### src/rtl/simple_bfm_rsp_pkg.sv
// Shared types and default sizing for the simple_bfm responder.
// The handshake state is a single bit, and ack is the registered image of that bit.
package simple_bfm_rsp_pkg;

  typedef enum logic {
    IDLE = 1'b0,
    ACK  = 1'b1
  } state_t;

  localparam int DEF_DATA_W = 8;
  localparam int DEF_DEPTH  = 4;

endpackage

### src/rtl/simple_bfm_rsp_fifo.sv
// Synchronous first-word-fall-through FIFO. The head word is read combinationally from storage.
// Push is honoured when full only if a pop happens in the same cycle.
module simple_bfm_rsp_fifo #(
  parameter int DEPTH  = 4,
  parameter int DATA_W = 8,
  localparam int AW    = $clog2(DEPTH),
  localparam int LW    = AW + 1
) (
  input  logic              clk,
  input  logic              rst,
  input  logic              push,
  input  logic [DATA_W-1:0] push_data,
  input  logic              pop,
  output logic [DATA_W-1:0] pop_data,
  output logic              full,
  output logic              empty,
  output logic [LW-1:0]     level
);

  logic [DATA_W-1:0] mem [DEPTH];
  logic [AW-1:0]     wr_ptr;
  logic [AW-1:0]     rd_ptr;
  logic              do_push;
  logic              do_pop;

  assign empty    = (level == '0);
  assign full     = (level == LW'(DEPTH));
  assign do_pop   = pop & ~empty;
  assign do_push  = push & (~full | do_pop);
  assign pop_data = mem[rd_ptr];

  always_ff @(posedge clk) begin
    if (rst) begin
      wr_ptr <= '0;
      rd_ptr <= '0;
      level  <= '0;
    end else begin
      if (do_push) wr_ptr <= wr_ptr + 1'b1;
      if (do_pop)  rd_ptr <= rd_ptr + 1'b1;
      case ({do_push, do_pop})
        2'b10:   level <= level + 1'b1;
        2'b01:   level <= level - 1'b1;
        default: level <= level;
      endcase
    end
  end

  // Storage is data only; stale contents are hidden by level after a reset.
  always_ff @(posedge clk) begin
    if (do_push) mem[wr_ptr] <= push_data;
  end

endmodule

### src/rtl/simple_bfm_rsp.sv
// Responder for simple_bfm: acknowledges each req pulse once and buffers its payload
// into a FWFT FIFO for a downstream consumer. It also counts accepted requests.
module simple_bfm_rsp
  import simple_bfm_rsp_pkg::*;
#(
  parameter int DEPTH  = DEF_DEPTH,
  parameter int DATA_W = DEF_DATA_W
) (
  input  logic                   clk,
  input  logic                   rst,
  input  logic                   req,
  input  logic [DATA_W-1:0]      data,
  output logic                   ack,
  output logic                   out_valid,
  output logic [DATA_W-1:0]      out_data,
  input  logic                   out_ready,
  output logic [$clog2(DEPTH):0] level,
  output logic [15:0]            xfer_count
);

  state_t      state;
  logic [15:0] cnt_q;
  logic        fifo_full;
  logic        fifo_empty;
  logic        pop;
  logic        accept;

  assign out_valid  = ~fifo_empty;
  assign pop        = out_valid & out_ready;
  // A full FIFO still accepts when the consumer frees a slot in the same cycle.
  assign accept     = (state == IDLE) & req & (~fifo_full | pop);
  assign xfer_count = cnt_q;

  simple_bfm_rsp_fifo #(
    .DEPTH  (DEPTH),
    .DATA_W (DATA_W)
  ) u_fifo (
    .clk       (clk),
    .rst       (rst),
    .push      (accept),
    .push_data (data),
    .pop       (pop),
    .pop_data  (out_data),
    .full      (fifo_full),
    .empty     (fifo_empty),
    .level     (level)
  );

  // ACK is held for the rest of the req high period, so each pulse pushes once.
  always_ff @(posedge clk) begin
    if (rst) begin
      state <= IDLE;
      ack   <= 1'b0;
      cnt_q <= '0;
    end else if (state == IDLE) begin
      if (accept) begin
        state <= ACK;
        ack   <= 1'b1;
        cnt_q <= cnt_q + 16'd1;
      end
    end else begin
      if (!req) begin
        state <= IDLE;
        ack   <= 1'b0;
      end
    end
  end

endmodule

### config.mk
export PLATFORM = sky130hd
export DESIGN_NAME = simple_bfm_rsp
export DESIGN_NICKNAME = d
export VERILOG_FILES = /design/src/rtl/simple_bfm_rsp_pkg.sv /design/src/rtl/simple_bfm_rsp_fifo.sv /design/src/rtl/simple_bfm_rsp.sv
export SDC_FILE = /design/constraint.sdc
export NUM_CORES = 1
export LEC_CHECK = 0
export BUFFER_PORTS_ARGS = -buffer_cell sky130_fd_sc_hd__buf_4
export CORE_MARGIN = 1.5
export CORE_UTILIZATION = 50
export CTS_BUF_LIST = sky130_fd_sc_hd__clkbuf_8 sky130_fd_sc_hd__clkbuf_16
export DETAILED_ROUTE_END_ITERATION = 6
export PLACE_DENSITY = 0.8
export SLEW_MARGIN = 20
export SYNTH_ARGS = -nofsm -noshare
export SYNTH_HDL_FRONTEND = slang
export SYNTH_HIERARCHICAL = 1
export SYNTH_SLANG_ARGS = --single-unit
### constraint.sdc
create_clock -name clk -period 2.2 [get_ports clk]
set_input_delay 0.33 -clock clk [delete_from_list [all_inputs] [get_ports clk]]
set_output_delay 0.33 -clock clk [all_outputs]
set_load 0.02 [all_outputs]
==> results of run 1 <==
## kinds of logic (layout without fill, tap and decap cells)
group	Yosys count	after routing	share of synthesized area, %
buffers and inverters	21	79	4.18
xor gates and xnor gates	11	11	3.74
muxes	11	11	8.22
adders and majority gates	6	6	3.21
and+or+nand+nor	59	59	13.4
AOI/OAI and AO/OA	33	33	8.95
DFF	59	59	58.3
## through the flow
stage	instance area (um2)	setup TNS (ns)
after floorplan	2620	-0.288
after global placement	3050	0
after detailed placement	3050	0
after CTS	3240	0
after global routing	3260	0
final	3260	0
## metal layers
metal,track usage [%],part of all wire (%),vias up
li1,-,-,844
met1,23.4,45,834
met2,28.2,48,48
met3,4.42,4.9,10
met4,10.9,2.4,0
met5,0,0,-
## final cells by class
| type | instances | share of cell area, % |
|---|---|---|
| Clock buffer | 10 | 4.23 |
| Clock inverter | 6 | 1.54 |
| Inverter | 11 | 1.27 |
| Multi-Input combinational cell | 120 | 30.9 |
| Sequential cell | 59 | 46.4 |
| Tap cell | 67 | 2.57 |
| Timing Repair Buffer | 52 | 13.1 |
## layout by cell type (no fill, tap or decap), drive strengths merged, types with 3 or more instances in the layout
cell type  count
or3            4
nand2          6
a21oi          9
ha             5
xor2           3
dfxtp         27
mux4           8
nand2b         3
a211oi         6
o31ai          6
nor2          19
or4            5
nand3          5
edfxtp        32
clkbuf        10
inv           15
buf           52
xnor2          8
o21ai          4
and2           4
## sequential cells by signal, summed over array words and instances (netlist names), named ones only
| signal | cells |
|---|---|
| xfer_count | 16 |
| u_fifo/wr_ptr | 2 |
| u_fifo/mem | 32 |
| u_fifo/rd_ptr | 2 |
| u_fifo/level | 3 |
| state | 1 |
| ack | 1 |
## report_power, final
group / switching, mW / internal, mW / total, mW / leakage [nW]
Clock: 0.395 / 0.536 / 0.931 / 0.111
Combinational: 0.132 / 0.125 / 0.257 / 0.612
Sequential: 0.0235 / 1.20 / 1.23 / 0.513
Total: 0.550 / 1.86 / 2.41 / 1.24
## repair_timing
item | CTS | global route
hold buffers | 0 | 0
endpoints found under the setup margin | 1 | 1
resized for setup | 1 | 1
setup buffers | 0 | 2
## worst paths after layout
path,from,to,slack [ns],cells past startpoint
setup reg to reg,u_fifo/level[1]$_SDFFE_PP0P_,u_fifo/level[2]$_SDFFE_PP0P_,0.08,9
hold reg to reg,xfer_count[15]$_SDFFE_PP0P_,xfer_count[15]$_SDFFE_PP0P_,0.49,2
setup / recovery,u_fifo/level[1]$_SDFFE_PP0P_,u_fifo/level[2]$_SDFFE_PP0P_,0.08,9
hold / removal,data[0],u_fifo/mem[2][0]$_DFFE_PP_,0.21,1
==> results.sh, run 1 <==
export IMPL_total_power_mw=2.41
export IMPL_status="complete, no violations"
export IMPL_finClkSkew_ns=0.00793
export IMPL_synthFlopType="edfxtp_1"
export IMPL_drt_pass1_iterations=4
export IMPL_hold_class="in2reg"
export IMPL_clkTransAtPathRegs_ns=0.07
export IMPL_setup_viol=0
export IMPL_syn_inst=200
export IMPL_synth_largest_area_cell="edfxtp_1"
export IMPL_grt_max_degree=28
export IMPL_vias_per_cell=5.34
export IMPL_worstPathMaxFanout=8
export IMPL_io_pins=41
export IMPL_rsz0062_at_grt="no"
export IMPL_place_hpwl_um=3040
export IMPL_max_cap_viol_count=0
export IMPL_cts_max_level=3
export IMPL_crit_path_top_delay_cell="dfxtp_4"
export IMPL_crit_path_end_kind="flip-flop"
export IMPL_syn_area_um2=2570
export IMPL_synth_top_area_share_pct=37.3
export IMPL_routedWlPerCell_um=14.1
export IMPL_ys_types=46
export IMPL_grt_pass1_vias=1596
export IMPL_cp_slowest_stage_delay_ns=0.41
export IMPL_clk_path_buf_depth=2
export IMPL_crit_chain="nor3_4 > nand2b_4 > inv_2 > o31a_1 > nand2b_4 > fa_2 > nand2b_4 > o31ai_2 > mux2_1"
export IMPL_grt_pass1_wl_um=7340
export IMPL_final_hold_viol_count=0
export IMPL_required_ns=2.42
export IMPL_synth_most_common_cell="edfxtp_1"
export IMPL_start_util_pct=53.1
export IMPL_crit_buf_inv=1
export IMPL_clk_latency_ns=0.33
export IMPL_die_area_um2=5590
export IMPL_drc_errors=0
export IMPL_whs_ns=0.205
export IMPL_cts_tree="done"
export IMPL_dp_cells=307
export IMPL_synthTopCellsByCount="edfxtp_1 (32), dfxtp_1 (27), nor2_1 (19)"
export IMPL_ir_drop_v=0.000413
export IMPL_slew_headroom_pct=71.9
export IMPL_die_w_um=74.7
export IMPL_min_period_ns=2.12
export IMPL_synth_edf_count=32
export IMPL_antenna_found_initial=0
export IMPL_die_h_um=74.7
export IMPL_cts_sinks=59
export IMPL_wl_um=4600
export IMPL_root_buffer="clkbuf_8"
export IMPL_synth_seq_cells=59
export IMPL_tightest_slew_ns=0.421
export IMPL_num_nets_final=271
export IMPL_period_share_pct=96.2
export IMPL_yosysSeqAreaShare_pct=58.3
export IMPL_route_vias_total=1736
export IMPL_utilization_pct=67.2
export IMPL_drt_iter0_drc=60
export IMPL_overflow=0
export IMPL_fin_cells=325
export IMPL_final_fill_count=358
export IMPL_drive_above_1_share_pct=34.5
export IMPL_multi_input_area_um2=1010
export IMPL_yosys_warnings=6
export IMPL_synth_fp_nets=218
export IMPL_drv_slew=0
export IMPL_startpoint_type="flip-flop"
export IMPL_diodes=0
export IMPL_numCtsBuffers=9
export IMPL_cp_arrival_ns=2.33
export IMPL_synth_area_top_cells="edfxtp_1 (37%), dfxtp_1 (21%), mux4_2 (7.0%)"
export IMPL_ys_async_sr_fraction_pct=0
export IMPL_core_rowCount=25
export IMPL_grtUsageTotal_pct=18.2
export IMPL_leakagePower_nw=1.24
export IMPL_cp_common_cell="nand2b_4"
export IMPL_syn2layout_area_growth_pct=26.5
export IMPL_gp_congestion=0.748
export IMPL_core_um2=4850
export IMPL_portBuffers=40
export IMPL_powerDensity_nw_per_um2=741
export IMPL_place_worst_setup_slack_ns=0.00752
export IMPL_path_delay_family="simple AND/OR/NAND/NOR gates"
export IMPL_seq_area_um2=1510
export IMPL_avgSynthCellArea_um2=12.9
export IMPL_max_freq_mhz=473
export IMPL_ant_nets=0
export IMPL_timing_worst_setup_path_type="reg2reg"
export IMPL_setup_ws_ns=0.0845
(Power assumes the default switching activity.)
==> inputs of run 2 (changes only) <==
--- a/config.mk
+++ b/config.mk
@@ -10,7 +10,7 @@
 export CORE_UTILIZATION = 50
 export CTS_BUF_LIST = sky130_fd_sc_hd__clkbuf_8 sky130_fd_sc_hd__clkbuf_16
 export DETAILED_ROUTE_END_ITERATION = 6
-export PLACE_DENSITY = 0.8
+export PLACE_DENSITY = 0.77
 export SLEW_MARGIN = 20
 export SYNTH_ARGS = -nofsm -noshare
 export SYNTH_HDL_FRONTEND = slang
==> constraint.sdc (replaced) <==
create_clock -name clk -period 2.7 [get_ports clk]
set_input_delay 0.405 -clock clk [delete_from_list [all_inputs] [get_ports clk]]
set_output_delay 0.405 -clock clk [all_outputs]
set_load 0.02 [all_outputs]
==> results.sh, run 2 (synthesis gave the netlist of run 1 again) <==
export IMPL_tightest_slew_ns=0.551
export IMPL_r2r_cells=9
export IMPL_drt_pass1_iterations=4
export IMPL_root_buffer="clkbuf_8"
export IMPL_cts_max_level=3
export IMPL_max_flop_register="u_fifo/mem"
export IMPL_routedWlPerCell_um=14.6
export IMPL_die_h_um=74.7
export IMPL_syn2layout_area_growth_pct=22.2
export IMPL_hold_depth=1
export IMPL_place_hpwl_um=3100
export IMPL_antenna_found_initial=0
export IMPL_die_w_um=74.7
export IMPL_clkTransAtPathRegs_ns=0.07
export IMPL_grt_max_degree=28
export IMPL_gp_congestion=0.826
export IMPL_cts_setup_buffers=0
export IMPL_clk_path_buf_depth=2
export IMPL_drv_slew=0
export IMPL_status="complete, no violations"
export IMPL_portBuffers=40
export IMPL_finClkSkew_ns=0.00464
export IMPL_setup_viol=0
export IMPL_min_period_ns=2.42
export IMPL_ant_nets=0
export IMPL_diodes=0
export IMPL_largest_register_ffs=32
export IMPL_timing_worst_setup_path_type="reg2reg"
export IMPL_drive_above_1_share_pct=30.7
export IMPL_grt_pass1_wl_um=7610
export IMPL_multi_input_area_um2=965
export IMPL_start_util_pct=53.1
export IMPL_ir_drop_v=0.000335
export IMPL_postCtsHoldBufs=0
export IMPL_overflow=0
export IMPL_max_freq_mhz=413
export IMPL_clk_latency_ns=0.33
export IMPL_cp_arrival_ns=2.63
export IMPL_hold_class="in2reg"
export IMPL_wl_um=4650
export IMPL_num_nets_final=264
export IMPL_startpoint_type="flip-flop"
export IMPL_grt_pass1_vias=1585
export IMPL_vias_per_cell=5.37
export IMPL_slew_headroom_pct=63.2
export IMPL_place_worst_setup_slack_ns=0.298
export IMPL_cts_resized=0
export IMPL_worstPathMaxFanout=9
export IMPL_final_hold_viol_count=0
export IMPL_route_vias_total=1709
export IMPL_io_pins=41
export IMPL_numCtsBuffers=9
export IMPL_seq_area_um2=1500
export IMPL_rsz0062_at_grt="no"
export IMPL_drc_errors=0
export IMPL_core_rowCount=25
export IMPL_drt_iter0_drc=115
export IMPL_leakagePower_nw=1.16
export IMPL_setup_ws_ns=0.278
export IMPL_final_common_cell="buf_4"
export IMPL_total_power_mw=2.05
export IMPL_cts_tree="done"
export IMPL_cts_sinks=59
export IMPL_period_share_pct=89.7
export IMPL_required_ns=2.91
export IMPL_final_fill_count=370
export IMPL_max_cap_viol_count=0
export IMPL_powerDensity_nw_per_um2=651
export IMPL_tns_ns=0
export IMPL_final_cell_mix="buf_4 (45), edfxtp_1 (32), dfxtp_1 (27)"
export IMPL_core_um2=4850
export IMPL_grtUsageTotal_pct=18.8
export IMPL_crit_path_end_kind="flip-flop"
export IMPL_die_area_um2=5590
==> run 2: cell count changes in the layout (fill, tap and decap cells not counted), moves of 2 or more <==
cell / previous run / this run
inv_1: 14 / 11
nand2b_4: 3 / 1
clkinvlp_4: 0 / 3
nand2b_1: 0 / 2
buf_12: 3 / 0
dfxtp_4: 2 / 0
buf_4: 49 / 45
nor3_1: 0 / 2
dfxtp_1: 24 / 27
==> run 2: cell type report <==
| cell class | count | share of cell area, % |
|---|---|---|
| flip-flops and latches | 59 | 47.7 |
| multi-input cells | 120 | 30.7 |
| repair buffers | 45 | 10.7 |
| clock buffers | 9 | 3.94 |
| clock inverters | 7 | 2.94 |
| well taps | 67 | 2.67 |
| inverters | 11 | 1.31 |
==> run 2: stage by stage <==
stage               area [um2]  hold WS [ns]  std cells  utilization [%]
global placement          2930         0.472        302             60.4
detailed placement        2930         0.491        302             60.4
CTS                       3150         0.263        318             64.9
floorplan                 2570         0.478        200                -
global route              3150         0.261        318             64.9
finish                    3150         0.273        318             64.9
==> run 2: per-layer routing <==
metal  vias up  share of wire, %  wire, um  GRT usage [%]
met5         -                 0         0              0
met4         0               1.3        61           7.27
met3         9               3.8       175           6.29
met2        34                50      2330           29.6
met1       834                45      2080           24.2
li1        832                 -         -              -
==> run 2: path summary, 6_finish.rpt <==
check                           slack, ns                          from                            to
worst min register to register       0.50   xfer_count[14]$_SDFFE_PP0P_   xfer_count[14]$_SDFFE_PP0P_
worst min-delay path                 0.27                       data[3]    u_fifo/mem[0][3]$_DFFE_PP_
worst max-delay path                 0.28  u_fifo/level[1]$_SDFFE_PP0P_  u_fifo/level[2]$_SDFFE_PP0P_
worst max register to register       0.28  u_fifo/level[1]$_SDFFE_PP0P_  u_fifo/level[2]$_SDFFE_PP0P_
==> run 2: where the power goes <==
group | leakage [nW] | total (mW) | switching (mW) | internal [mW]
logic | 0.547 | 0.184 | 0.102 | 0.0820
clock network | 0.101 | 0.866 | 0.351 | 0.515
registers | 0.511 | 0.997 | 0.0164 | 0.981
total | 1.16 | 2.05 | 0.469 | 1.58
==> run 2: worst max-delay path: stages, from the launching register on <==
cell and delay, ns:
dfxtp_1 0.35, nor3_1 0.07, nand2b_4 0.18, inv_1 0.19, o31a_1 0.30, nand2b_1 0.10
fa_1 0.39, nand2b_1 0.17, o31ai_2 0.20, mux2_1 0.36
